===== src/rtl/gate_controller.sv =====
// Parking-gate sequencer: synchronises/debounces the entry and exit sensors, tracks
// occupancy against CAPACITY and drives a registered open/close command to the servo.
module gate_debounce #(
  parameter int DEBOUNCE_CYCLES = 4
) (
  input  logic clk,
  input  logic rst_n,
  input  logic raw_i,
  output logic rise_o,
  output logic fall_o
);
  localparam int DW = $clog2(DEBOUNCE_CYCLES + 1);

  logic          s1_q, s2_q, lvl_q, lvl_prev_q;
  logic [DW-1:0] cnt_q;

  // cnt_q counts consecutive cycles the synchronised value has disagreed with lvl_q
  always_ff @(posedge clk or negedge rst_n) begin
    if (!rst_n) begin
      s1_q       <= 1'b0;
      s2_q       <= 1'b0;
      lvl_q      <= 1'b0;
      lvl_prev_q <= 1'b0;
      cnt_q      <= '0;
    end else begin
      s1_q       <= raw_i;
      s2_q       <= s1_q;
      lvl_prev_q <= lvl_q;
      if (s2_q == lvl_q) begin
        cnt_q <= '0;
      end else if (cnt_q == DW'(DEBOUNCE_CYCLES - 1)) begin
        lvl_q <= s2_q;
        cnt_q <= '0;
      end else begin
        cnt_q <= cnt_q + 1'b1;
      end
    end
  end

  assign rise_o = lvl_q & ~lvl_prev_q;
  assign fall_o = ~lvl_q & lvl_prev_q;
endmodule

module gate_controller #(
  parameter int CAPACITY        = 8,
  parameter int CNT_W           = 4,
  parameter int DEBOUNCE_CYCLES = 4,
  parameter int HOLD_CYCLES     = 16
) (
  input  logic             clk,
  input  logic             reset,
  input  logic             entry_sensor,
  input  logic             exit_sensor,
  output logic             gate_open,
  output logic [CNT_W-1:0] occupancy,
  output logic             full,
  output logic             entry_denied
);
  localparam int TW = $clog2(HOLD_CYCLES + 1);

  typedef enum logic [1:0] {IDLE, ENTRY_OPEN, EXIT_OPEN, HOLD} state_t;

  state_t        state_q;
  logic [TW-1:0] timer_q;
  logic [1:0]    raw, rise, fall;  // lane 0 = entry, lane 1 = exit
  logic          exit_ok, entry_ok;

  assign raw = {exit_sensor, entry_sensor};

  gate_debounce #(.DEBOUNCE_CYCLES(DEBOUNCE_CYCLES)) u_deb [1:0] (
    .clk   (clk),
    .rst_n (reset),
    .raw_i (raw),
    .rise_o(rise),
    .fall_o(fall)
  );

  assign exit_ok  = rise[1] && (occupancy != '0);
  assign entry_ok = rise[0] && !full;

  always_ff @(posedge clk or negedge reset) begin
    if (!reset) begin
      state_q      <= IDLE;
      timer_q      <= '0;
      gate_open    <= 1'b0;
      occupancy    <= '0;
      full         <= 1'b0;
      entry_denied <= 1'b0;
    end else begin
      entry_denied <= 1'b0;
      case (state_q)
        IDLE, HOLD: begin
          if (exit_ok) begin
            state_q   <= EXIT_OPEN;
            gate_open <= 1'b1;
          end else if (entry_ok) begin
            state_q   <= ENTRY_OPEN;
            gate_open <= 1'b1;
          end else begin
            // an entry rise that was not accepted here can only mean the lot is full
            entry_denied <= rise[0];
            if (state_q == HOLD) begin
              if (timer_q == TW'(1)) begin
                state_q   <= IDLE;
                gate_open <= 1'b0;
              end else begin
                timer_q <= timer_q - 1'b1;
              end
            end
          end
        end
        ENTRY_OPEN: begin
          if (fall[0]) begin
            if (occupancy != CNT_W'(CAPACITY)) occupancy <= occupancy + 1'b1;
            full    <= (occupancy >= CNT_W'(CAPACITY - 1));
            state_q <= HOLD;
            timer_q <= TW'(HOLD_CYCLES);
          end
        end
        EXIT_OPEN: begin
          if (fall[1]) begin
            if (occupancy != '0) occupancy <= occupancy - 1'b1;
            full    <= 1'b0;
            state_q <= HOLD;
            timer_q <= TW'(HOLD_CYCLES);
          end
        end
        default: begin
          state_q   <= IDLE;
          gate_open <= 1'b0;
        end
      endcase
    end
  end
endmodule


===== config.mk =====
export PLATFORM = sky130hd
export DESIGN_NAME = gate_controller
export DESIGN_NICKNAME = d
export VERILOG_FILES = /design/src/rtl/gate_controller.sv
export SDC_FILE = /design/constraint.sdc
export NUM_CORES = 1
export LEC_CHECK = 0
export CAP_MARGIN = 10
export CORE_ASPECT_RATIO = 0.6
export CORE_UTILIZATION = 25
export DETAILED_ROUTE_END_ITERATION = 10
export SLEW_MARGIN = 30
export SYNTH_ARGS = -nofsm -noshare
export SYNTH_HDL_FRONTEND = slang
export SYNTH_SLANG_ARGS = --single-unit

===== constraint.sdc =====
create_clock -name clk -period 2.9 [get_ports clk]
set_clock_uncertainty 0.2 [all_clocks]
set_input_delay 0.58 -clock clk [delete_from_list [all_inputs] [get_ports clk]]
set_output_delay 0.58 -clock clk [all_outputs]
set_load 0.02 [all_outputs]

==> metrics list <==
* Run status: completed
- Remaining global-route overflow: 0
* Clk Tree Root Cell: clkbuf_8
- In the synthesized netlist the async set-or-reset flop fraction comes to 100%.
- Slew margin rel.: 67.7%
- For the pin with the worst max-slew slack, the measured transition is 0.485 ns.
- HPWL after detailed placement: 2050 µm
* Final WS setup: between 0.5 and 0.6 ns
* Post-cts sizing count: 0
- Excluding fillers, the count of instances in the completed layout stands at 230.
* Number of antenna violations at the first check in global routing: 0
- Post-synthesis sequential area ratio: 46.0%
* Register bit total from synthesis: 28
- Pwr dens: 1240 nW/µm²
* Global routing met1 resource utilization: around 16%
* Post-synthesis cell type with the largest combined area: dfrtp_1
* Fmax achieved: 0.432 GHz
* Largest net degree at the start of global routing: 29
* Portion of the clock cycle consumed by the worst path in the final layout: 79.8%
* Peak ir drop on the vdd network: approximately 0.38 mV
- The first global-routing pass estimated 4970 µm of wire.
- Routability-driven placement finished with a final weighted congestion of 0.737.
- Worst r2r dst: timer_q[2]
- Count of cell types in the netlist: 44
- dfrtp_1 is the most common cell in the netlist.
- Length in cells of the worst reg-to-reg path: 6
- Remaining DRCs: 0
- In this run the cell area measured after placement is 1720 µm².
- Post-CTS setup buffer count: 0
- DIE HEIGHT: 62.5 µm
- Max-cap violations in this run came to 0.
- Starting density of the core: 26.6%
* Clock Latency Late Sink: 0.28 ns
* Die Wd: 103 µm
- Max stage delay on crit path: 0.68 ns
- Syn. warnings: 0
* Post-synth EDFFs: 0
- Register-to-Register Setup Slack: 0.72 ns
* Clock tree from TritonCTS: done
* Worst path buffer plus inverter count: 1
- Worst min path class: flip-flop to flip-flop
- Core area: 5730 µm²
* Net count of the mapped netlist: 154
* Gate family responsible for the most delay along the worst path: buffers and inverters
- In this run the critical register-to-register path is launched from state_q[0].
- Leading cell types by total area after synthesis: dfrtp_1 46%, ha_1 9.0%, mux2_2 4.4%
- Levels on crit path: 1
- The floorplan has 21 rows.
* Layout filler cell count: 612
- 11 I/O pins were placed.
* Synthesized instance count: 139
* CP required: 2.12 ns
- Router iterations before antenna repair: 4
- GRT Util Overall: 10.1%
- After detailed routing, the number of vias per cell comes to between 4 and 5.
* Path type of the worst setup path: flip-flop to primary output
* Crit. End Element: primary output
- The slowest stage of the critical path belongs to the cell clkdlybuf4s50_1.
* CTS HTree Levels: 1
* Commonest cells post-synth: 28 x dfrtp_1, 11 x ha_1, 8 x nand2_1, 8 x nor2_1, 7 x inv_1
- Setup violations remaining at the end of the flow were counted as 0.
- For this block, the initial DRC count from the detailed router was 83.
- Subtracting the final worst setup slack from the clock period gives 2.31 ns.
- Met3 Resource Use GR: under 10%
- Setup repair after global routing left no endpoint under its margin.
- Num CTS Buffers: 3
- Port buffering added 10 buffers.
* Average cell area after synthesis: around 11 µm²
- Summed over all cells, the static leakage comes to 0.749 nW.
- In the synthesized netlist the dominant register cell turns out to be dfrtp_1.
- The final number of max-transition violations was 0.
* Worst-path maximum fanout: 9
- Number of failing hold endpoints at the final stage: 0
- The signal on the critical path passes through clkdlybuf4s50_1.
- The clock passes through at most 2 buffers.
- Origin of the worst setup path: occupancy[1]
* GRT met2 Usage: 12.9%
- Die outline area: 6420 µm²
- Via count of the first global-routing pass: 992
- STA classifies the critical path startpoint as a flip-flop.
- Sink Count: 28
- CTS clk-pin slew, worst paths: 0.11 ns
- Fin util: 31.2%
- The number of antenna diodes in the final layout is 0.
- Share of Yosys cell area claimed by the top area cell type: a little under half
- Routed via count: approximately 1,100
- Final total negative setup slack: 0 ns
- Synthesized area: 1520 µm²
- The area growth from synthesis to layout is 17.2%.
* Post-CTS Hold Buffers: 0
- Once layout is done, the placed cells without fillers occupy between 1500 and 2000 µm².
- Total instance count after detailed placement: 226
- Total Wirelength: 2880 µm
- End of the critical path: occupancy[1]
- Critical Path AT: 1.53 ns
- Share of cells above drive strength 1: 14.0%
* Antenna violation net count after detailed routing: 0
- Global routing's busiest layer: met1
* Detail-routed net length per standard cell: 12.5 µm
- Net count of the finished layout: 166
* Worst slack, placed: 0.755 ns
==> power breakdown <==
group / total (mW) / switching [mW] / internal [mW]
Sequential: 0.720 / 0.180 / 0.541
Combinational: 1.19 / 0.618 / 0.569
Clock: 0.315 / 0.130 / 0.185
==> flip-flops by register name (all words and copies together), names as in the netlist <==
register and count:
timer_q 5, u_deb.s1_q 2, occupancy 4, u_deb.lvl_q 2, u_deb.s2_q 2, u_deb.cnt_q 6, gate_open 1, entry_denied 1
state_q 2, full 1, u_deb.lvl_prev_q 2
==> kinds of logic (layout without fill, tap and decap cells) <==
group,Yosys count,count (layout),synth area share (%)
compound gates,29,29,13.9
mux,7,7,5.34
fa+ha+maj,11,11,9.03
xor+xnor,7,7,4.02
buf+inv,12,23,3.04
simple gates,45,45,18.7
flops,28,28,46.0
==> worst reg2reg max path, cell delays in order, from the launching register on <==
cell and delay [ns]:
dfrtp_1 0.42, inv_1 0.16, ha_1 0.34, inv_1 0.10
o22a_1 0.32, and4_4 0.25, a211o_1 0.28
==> worst min-delay path by stage <==
stage          cells after the start  slack [ns]       endpoint           from
2_1_floorplan                      0        0.08   entry_denied          reset
3_3_place_gp                       0        0.13  u_deb[0].s2_q  u_deb[0].s1_q
3_5_place_dp                       0        0.14  u_deb[1].s2_q  u_deb[1].s1_q
4_1_cts                            0        0.16  u_deb[1].s2_q  u_deb[1].s1_q
5_1_grt                            0        0.17  u_deb[1].s2_q  u_deb[1].s1_q
6_report                           0        0.16  u_deb[0].s2_q  u_deb[0].s1_q
==> cell type report <==
| class | count | area (µm²) | area share [%] |
|---|---|---|---|
| Inverter | 8 | 30.0 | 1.68 |
| Sequential cell | 28 | 701 | 39.2 |
| Timing Repair Buffer | 11 | 108 | 6.02 |
| Clock buffer | 3 | 41.3 | 2.31 |
| Tap cell | 80 | 100 | 5.60 |
| Clock inverter | 1 | 30.0 | 1.68 |
| Multi-Input combinational cell | 99 | 777 | 43.5 |
==> routing by layer <==
layer	part of all wire, %	vias up	wire length [µm]
li1	-	526	-
met1	56	508	1610
met2	39	15	1130
met3	4.0	4	116
met4	0.76	0	22
met5	0	-	0
==> through the flow <==
step / total power [mW] / hold slack (ns)
2_1_floorplan: 1.60 / 0.0844
3_3_place_gp: 1.90 / 0.132
3_5_place_dp: 1.91 / 0.136
4_1_cts: 2.23 / 0.160
5_1_grt: 2.42 / 0.173
6_report: 2.22 / 0.158
==> cell usage in the layout (no fill, tap or decap), types with 2 or more instances in the layout <==
cell type,synthesis,final
nor2_1,8,8
nand3_1,3,3
o211ai_1,2,2
clkbuf_8,0,3
inv_1,7,7
xnor2_1,6,6
a21oi_1,5,5
nor3_1,5,5
mux2_2,6,6
nand4_1,2,2
nand2_1,8,8
nor3b_1,6,6
nor2b_1,5,5
a211o_1,2,2
dfrtp_1,28,28
ha_1,11,11
o21ai_0,5,5
clkdlybuf4s50_1,0,10
No activity file was read; power rests on OpenSTA's default activity.
